**config.mk**
```make
export PLATFORM = sky130hd
export DESIGN_NAME = nvdla_hls_shiftrightsu_pipe
export DESIGN_NICKNAME = d
export VERILOG_FILES = /design/src/rtl/nvdla_hls_shiftrightsu_pipe.sv
export SDC_FILE = /design/constraint.sdc
export NUM_CORES = 2
export LEC_CHECK = 0
export ABC_AREA = 1
export CAP_MARGIN = 20
export CORE_MARGIN = 2
export CORE_UTILIZATION = 35
export CTS_BUF_LIST = sky130_fd_sc_hd__clkbuf_4
export CTS_CLUSTER_SIZE = 16
export DETAILED_ROUTE_END_ITERATION = 7
export MAX_ROUTING_LAYER = met4
export PLACE_DENSITY = 0.59
export SKIP_LAST_GASP = 1
export SLEW_MARGIN = 0
export SYNTH_ARGS = -nofsm -noshare
export SYNTH_HDL_FRONTEND = slang
export SYNTH_SLANG_ARGS = --single-unit
```
**constraint.sdc**
```tcl
create_clock -name nvdla_core_clk -period 2.55 [get_ports nvdla_core_clk]
set_input_delay 0.765 -clock nvdla_core_clk [delete_from_list [all_inputs] [get_ports nvdla_core_clk]]
set_output_delay 0.765 -clock nvdla_core_clk [all_outputs]
set_load 0.01 [all_outputs]
```
**src/rtl/nvdla_hls_shiftrightsu_pipe.sv**
```systemverilog
`default_nettype none
// +------------------------------------------------------------------------+
// | Module   : nvdla_hls_shiftrightsu_pipe                                 |
// | Purpose  : multi-lane, two-stage valid/ready right shifter with        |
// |            per-beat signed/unsigned and round/truncate modes, and      |
// |            clamping to the narrower output width.                      |
// | Option   : NVDLA_HLS_SHIFTRIGHTSU_SAT_CNT_EN builds the saturation     |
// |            event counter (sat_cnt / sat_cnt_clr).                      |
// | Revision : 1.0  initial release                                        |
// +------------------------------------------------------------------------+
module nvdla_hls_shiftrightsu_pipe #(
  parameter int LANES         = 4,
  parameter int IN_WIDTH      = 49,
  parameter int OUT_WIDTH     = 32,
  parameter int SHIFT_WIDTH   = 6,
  parameter int SAT_CNT_WIDTH = 32
) (
  input  logic                         nvdla_core_clk,
  input  logic                         nvdla_core_rstn,
  input  logic                         in_pvld,
  output logic                         in_prdy,
  input  logic [LANES*IN_WIDTH-1:0]    in_data,
  input  logic [LANES*SHIFT_WIDTH-1:0] in_shift,
  input  logic                         in_unsigned,
  input  logic                         in_round_en,
  output logic                         out_pvld,
  input  logic                         out_prdy,
  output logic [LANES*OUT_WIDTH-1:0]   out_data,
  output logic [LANES-1:0]             out_sat,
  input  logic                         sat_cnt_clr,
  output logic [SAT_CNT_WIDTH-1:0]     sat_cnt
);

  // Quotient keeps one extra bit so unsigned inputs stay non-negative;
  // the rounded value gets one more for the rounding carry.
  localparam int C_QW = IN_WIDTH + 1;
  localparam int C_RW = IN_WIDTH + 2;

  logic r_s1_vld;
  logic r_s2_vld;
  logic w_s1_adv;
  logic w_s1_load;
  logic w_s2_load;
  logic r_s1_uns;
  logic r_s1_rnd;

  logic [LANES-1:0][C_QW-1:0]      w_q;
  logic [LANES-1:0][C_QW-1:0]      r_q;
  logic [LANES-1:0]                w_guide;
  logic [LANES-1:0]                r_guide;
  logic [LANES-1:0]                w_sticky;
  logic [LANES-1:0]                r_sticky;
  logic [LANES-1:0]                w_neg;
  logic [LANES-1:0]                r_neg;
  logic [LANES-1:0]                w_oor;
  logic [LANES-1:0]                r_oor;
  logic [LANES-1:0][OUT_WIDTH-1:0] w_res;
  logic [LANES-1:0]                w_sat;
  logic [LANES-1:0][OUT_WIDTH-1:0] r_out_data;
  logic [LANES-1:0]                r_out_sat;

  assign w_s1_adv  = ~r_s2_vld | out_prdy;
  assign in_prdy   = ~r_s1_vld | w_s1_adv;
  assign w_s1_load = in_pvld & in_prdy;
  assign w_s2_load = r_s1_vld & w_s1_adv;

  assign out_pvld = r_s2_vld;
  assign out_data = r_out_data;
  assign out_sat  = r_out_sat;

  for (genvar gi = 0; gi < LANES; gi++) begin : g_lane
    logic [IN_WIDTH-1:0]          w_x;
    logic [SHIFT_WIDTH-1:0]       w_s;
    logic signed [C_QW-1:0]       w_xe;
    logic signed [C_QW+IN_WIDTH-1:0] w_sh;
    logic                         w_inc;
    logic [C_RW-1:0]              w_r;
    logic                         w_fit_s;
    logic                         w_fit_u;
    logic [OUT_WIDTH-1:0]         w_lres;
    logic                         w_lsat;

    assign w_x  = in_data[gi*IN_WIDTH +: IN_WIDTH];
    assign w_s  = in_shift[gi*SHIFT_WIDTH +: SHIFT_WIDTH];
    assign w_xe = {~in_unsigned & w_x[IN_WIDTH-1], w_x};
    // Zero fraction bits below the binary point: one arithmetic shift yields
    // floor(x/2^s) on top and the discarded bits (guide + sticky) underneath.
    assign w_sh = $signed({w_xe, {IN_WIDTH{1'b0}}}) >>> w_s;

    assign w_q[gi]      = w_sh[C_QW+IN_WIDTH-1 -: C_QW];
    assign w_guide[gi]  = w_sh[IN_WIDTH-1];
    assign w_sticky[gi] = |w_sh[IN_WIDTH-2:0];
    assign w_neg[gi]    = w_xe[C_QW-1];
    assign w_oor[gi]    = (int'(w_s) >= IN_WIDTH);

    // Half away from zero: a negative exact half stays at the floor.
    assign w_inc   = r_s1_rnd & r_guide[gi] & (~r_neg[gi] | r_sticky[gi]);
    assign w_r     = {r_q[gi][C_QW-1], r_q[gi]} + C_RW'(w_inc);
    assign w_fit_s = (&w_r[C_RW-1:OUT_WIDTH-1]) | ~(|w_r[C_RW-1:OUT_WIDTH-1]);
    assign w_fit_u = ~(|w_r[C_RW-1:OUT_WIDTH]);

    // Clamp the rounded quotient into the output range of the beat's mode
    always_comb begin
      w_lres = w_r[OUT_WIDTH-1:0];
      w_lsat = 1'b0;
      if (r_oor[gi]) begin
        w_lres = '0;
      end else if (r_s1_uns) begin
        if (!w_fit_u) begin
          w_lres = '1;
          w_lsat = 1'b1;
        end
      end else if (!w_fit_s) begin
        w_lres = {w_r[C_RW-1], {(OUT_WIDTH-1){~w_r[C_RW-1]}}};
        w_lsat = 1'b1;
      end
    end

    assign w_res[gi] = w_lres;
    assign w_sat[gi] = w_lsat;
  end

  // Stage 1: capture shifted lanes and beat modes on each input transfer
  always_ff @(posedge nvdla_core_clk) begin
    if (!nvdla_core_rstn) begin
      r_s1_vld <= 1'b0;
      r_s1_uns <= 1'b0;
      r_s1_rnd <= 1'b0;
      r_q      <= '0;
      r_guide  <= '0;
      r_sticky <= '0;
      r_neg    <= '0;
      r_oor    <= '0;
    end else begin
      if (in_prdy) begin
        r_s1_vld <= in_pvld;
      end
      if (w_s1_load) begin
        r_s1_uns <= in_unsigned;
        r_s1_rnd <= in_round_en;
        r_q      <= w_q;
        r_guide  <= w_guide;
        r_sticky <= w_sticky;
        r_neg    <= w_neg;
        r_oor    <= w_oor;
      end
    end
  end

  // Stage 2: register rounded/saturated results; hold them while stalled
  always_ff @(posedge nvdla_core_clk) begin
    if (!nvdla_core_rstn) begin
      r_s2_vld   <= 1'b0;
      r_out_data <= '0;
      r_out_sat  <= '0;
    end else begin
      if (w_s1_adv) begin
        r_s2_vld <= r_s1_vld;
      end
      if (w_s2_load) begin
        r_out_data <= w_res;
        r_out_sat  <= w_sat;
      end
    end
  end

`ifdef NVDLA_HLS_SHIFTRIGHTSU_SAT_CNT_EN
  localparam int C_PW = $clog2(LANES + 1);

  logic [C_PW-1:0]          w_pop;
  logic [SAT_CNT_WIDTH:0]   w_sum;
  logic [SAT_CNT_WIDTH-1:0] r_sat_cnt;

  // Popcount of saturated lanes in the beat currently presented at the output
  always_comb begin
    w_pop = '0;
    for (int i = 0; i < LANES; i++) begin
      w_pop = w_pop + C_PW'(r_out_sat[i]);
    end
    w_sum = {1'b0, r_sat_cnt} + (SAT_CNT_WIDTH+1)'(w_pop);
  end

  // Clear wins over a coincident increment; the count holds at all-ones
  always_ff @(posedge nvdla_core_clk) begin
    if (!nvdla_core_rstn) begin
      r_sat_cnt <= '0;
    end else if (sat_cnt_clr) begin
      r_sat_cnt <= '0;
    end else if (r_s2_vld & out_prdy) begin
      r_sat_cnt <= w_sum[SAT_CNT_WIDTH] ? '1 : w_sum[SAT_CNT_WIDTH-1:0];
    end
  end

  assign sat_cnt = r_sat_cnt;
`else
  logic w_unused_sat_cnt_clr;
  assign w_unused_sat_cnt_clr = sat_cnt_clr;
  assign sat_cnt = '0;
`endif

endmodule
`default_nettype wire

```
==> impl_metrics.yaml <==
grt:
  grt_max_degree: 85
  antenna_found_initial: 3
  overflow: 0
  first_global_vias: 44000
  grt_pass1_wl_um: 241000
  grt.total_usage_pct: 28.7
setup_path:
  arrival_ns: 3.74
  r2r-start: "r_s1_rnd$_SDFFE_PN0P_"
  r2r-end: "out_data[7]$_SDFFE_PN0P_"
  crit_chain: "buf_12 > o211a_1 > ha_4 > ha_4 > buf_4 > nand2_4 > nor2_4 > buf_4 > nand3_1 > nand2_1 > nand2_2 > nor2_1 > nand3b_1 > nor2_4 > clkbuf_16 > nand3_1 > nand2_1 > inv_1 > nand3_1 > a21oi_1"
  critPathMaxStageDelay_ns: 0.34
  crit_type: "flop to flop"
  worstSetupEndpoint: "out_data[7]$_SDFFE_PN0P_"
  rrSetupSlack_ns: -0.45
  cp-startpoint: "r_s1_rnd$_SDFFE_PN0P_"
  path_common_cell: "nand3_1"
  required_ns: 3.28
  cp-end-kind: "flop"
  worstPathMaxFanout: 8
  reg2reg_depth: 20
  crit_path_start_kind: "flop"
  critPathSlowestCell: "dfxtp_2"
cts:
  clock_path_buffers: 3
  cts_inserted_buffers: 91
  cts_htree_levels: 3
  root_buffer: "clkbuf_4"
  cts.hold.buffers_added: 0
  cts_tree: "done"
  path_clk_slew_ns: 0.07
  clkSinkCount: 348
  worst_skew_pair.late_latency_ns: 0.94
placement:
  dpl.hpwl_um: 127000
  gp_congestion: 1.01
  numPortBuffers: 359
timing:
  setup_viol: 202
  layout_min_cycle_time_ns: 3.00
  hold_ws_ns: 0.460
  slew_violations: 0
  post-route-period-util_pct: 118
  max_freq_mhz: 333
  fin_ws_ns: -0.455
  rsz0062_at_grt: "yes"
  hold_violations: 0
  finClkSkew_ns: 0.106
drt:
  vias_per_cell: 5.04
  initialDrtViolationCount: 4137
  routed-via-count: 48000
  routedWlPerCell_um: 16.5
  ant_nets: 0
  drt-total-wl_um: 158000
  drc: 0
  first_pass_iters: 6
layout:
  fillCellCount: 11100
  final_cell_mix: "2976 x nand2_1, 981 x buf_4, 860 x nand3_1"
  syn_to_final_growth_pct: 42.2
  drive_above_1_share_pct: 19.5
  final_util_pct: 50.2
  fin_nets: 8322
  final_common_cell: "nand2_1"
synthesis:
  post_synth.cell_area_avg_um2: 5.30
  yosysWarnings: 0
  synth.area.mux_share_pct: 0.519
  yosys.area_share.adder_pct: 0.273
  synth.top_cell.area_share_pct: 30.9
  netlist_area_um2: 36700
  yosys.area_share.xor_xnor_pct: 2.77
  synth-simple-area-share_pct: 57.3
  synth_ff_type: "dfxtp_1"
  synth_cells: 6920
  synth_cell_types: 52
  synth_seq_cells: 348
  yosysTopAreaCell: "nand2_1"
  netlist_top_cells_area: "nand2_1 31%, dfxtp_1 19%, nand3_1 12%"
  seq_area_frac_synth_pct: 19.0
  async_flop_share_pct: 0
  synth_compound_area_share_pct: 10.3
  synth_top_family_by_area: "simple AND/OR/NAND/NOR gates"
  synth_edf_count: 0
run_status:
  status: "finished, violations left"
  violations: "negative setup slack"
floorplanning:
  fp-row-count: 118
  num_io_pins: 393
  die_y_um: 328
  initial_core_util_pct: 35.3
  die_area_um2: 107000
  die_width_um: 328
  core-area_um2: 104000
power_and_ir_drop:
  vdd_drop_max_uv: 254
  powerDensity_nw_per_um2: 375
  leakage_nw: 23.6
run:
  maxCapViolations: 0
hold_path:
  hold_class: "flop to flop"
## worst min path at each step
stage	start	to	depth (start not counted)
2_1_floorplan	r_oor[3]$_SDFFE_PN0P_	r_oor[3]$_SDFFE_PN0P_	2
3_3_place_gp	r_guide[2]$_SDFFE_PN0P_	r_guide[2]$_SDFFE_PN0P_	2
3_5_place_dp	out_data[127]$_SDFFE_PN0P_	out_data[127]$_SDFFE_PN0P_	2
4_1_cts	out_data[127]$_SDFFE_PN0P_	out_data[127]$_SDFFE_PN0P_	2
5_1_grt	out_data[67]$_SDFFE_PN0P_	out_data[67]$_SDFFE_PN0P_	2
6_report	out_data[30]$_SDFFE_PN0P_	out_data[30]$_SDFFE_PN0P_	2
## kinds of logic (layout without fill, tap and decap cells)
group	Yosys count	in the layout
adder cells (fa/ha/maj)	8	8
AND/OR/NAND/NOR	4895	4899
XOR/XNOR	116	116
flip-flops	348	348
multiplexers	19	19
buffers and inverters	850	2037
AO/OA/AOI/OAI	683	683
other	1	37
## timing repair
action	in CTS	in global routing
cloned	8	17
pin swaps	53	79
gates resized for setup	88	133
setup buffers	30	18
endpoints found under the setup margin	263	257
## flip-flops by register name, indices dropped and copies added (netlist names)
| register | flops |
|---|---|
| out_data | 128 |
| r_s1_rnd | 1 |
| out_sat | 4 |
| r_s1_uns | 1 |
| out_pvld | 1 |
| r_sticky | 4 |
| r_oor | 4 |
| r_guide | 4 |
| r_s1_vld | 1 |
| r_q | 197 |
| r_neg | 3 |
## worst max-delay path, delay by kind of cell, from the launching register on
| family | cells | cell delay, ns |
|---|---|---|
| buf+inv | 5 | 0.69 |
| fa+ha+maj | 2 | 0.35 |
| compound gates | 2 | 0.25 |
| simple gates | 11 | 1.24 |
| flops | 1 | 0.34 |
## stage by stage
step                      area (um^2)  worst slack, ns  std cells  power [W]  setup TNS [ns]
final                           52100           -0.455       9527     0.0195          -49.19
after global routing            52100           -0.600       9527     0.0208          -80.51
after CTS                       51100           -0.347       9487     0.0194          -54.31
after detailed placement        49300           -0.724       9301     0.0144         -156.21
after global placement          49300           -0.719       9301     0.0144         -150.41
after floorplan                 36900          -0.0235       6951     0.0105          -0.286
## report_power, final
group	total [W]	internal, W	switching (W)
clock	0.00472	0.00232	0.00239
combinational	0.00850	0.00384	0.00467
sequential	0.00632	0.00584	0.000476
## routing by layer
layer / GRT usage [%] / part of all wire, % / up-vias
met5: - / 0 / -
met4: 7.81 / 2.8 / 0
met3: 2.26 / 4.9 / 239
met2: 46.4 / 46 / 1460
met1: 38.5 / 46 / 21700
li1: - / - / 24500
## area by class of cell
cell class	instances	area (um^2)	area share, %
antenna	5	12.5	0.0240
tap	1380	1730	3.31
clock buffer	117	878	1.68
sequential	348	6970	13.4
multi-input combinational	5757	27100	52.0
clock inverter	31	178	0.341
timing repair buffer	1484	13700	26.3
inverter	405	1530	2.94
## synthesized netlist by cell type (all sizes together), types with 2 or more instances
cell,instances
dfxtp,348
o31ai,2
nor3,15
o221ai,2
inv,395
o22ai,4
o21ai,214
a31oi,38
o211a,3
a22oi,2
nand4,97
xor2,85
o211ai,55
mux2i,19
a21oi,339
clkinv,10
a221oi,5
or2,19
buf,163
xnor2,31
nand3b,14
nand2,3032
nor2,556
nand3,963
and2,198
ha,8
o21a,14
clkbuf,282
Power figures use the tool's default switching activity.
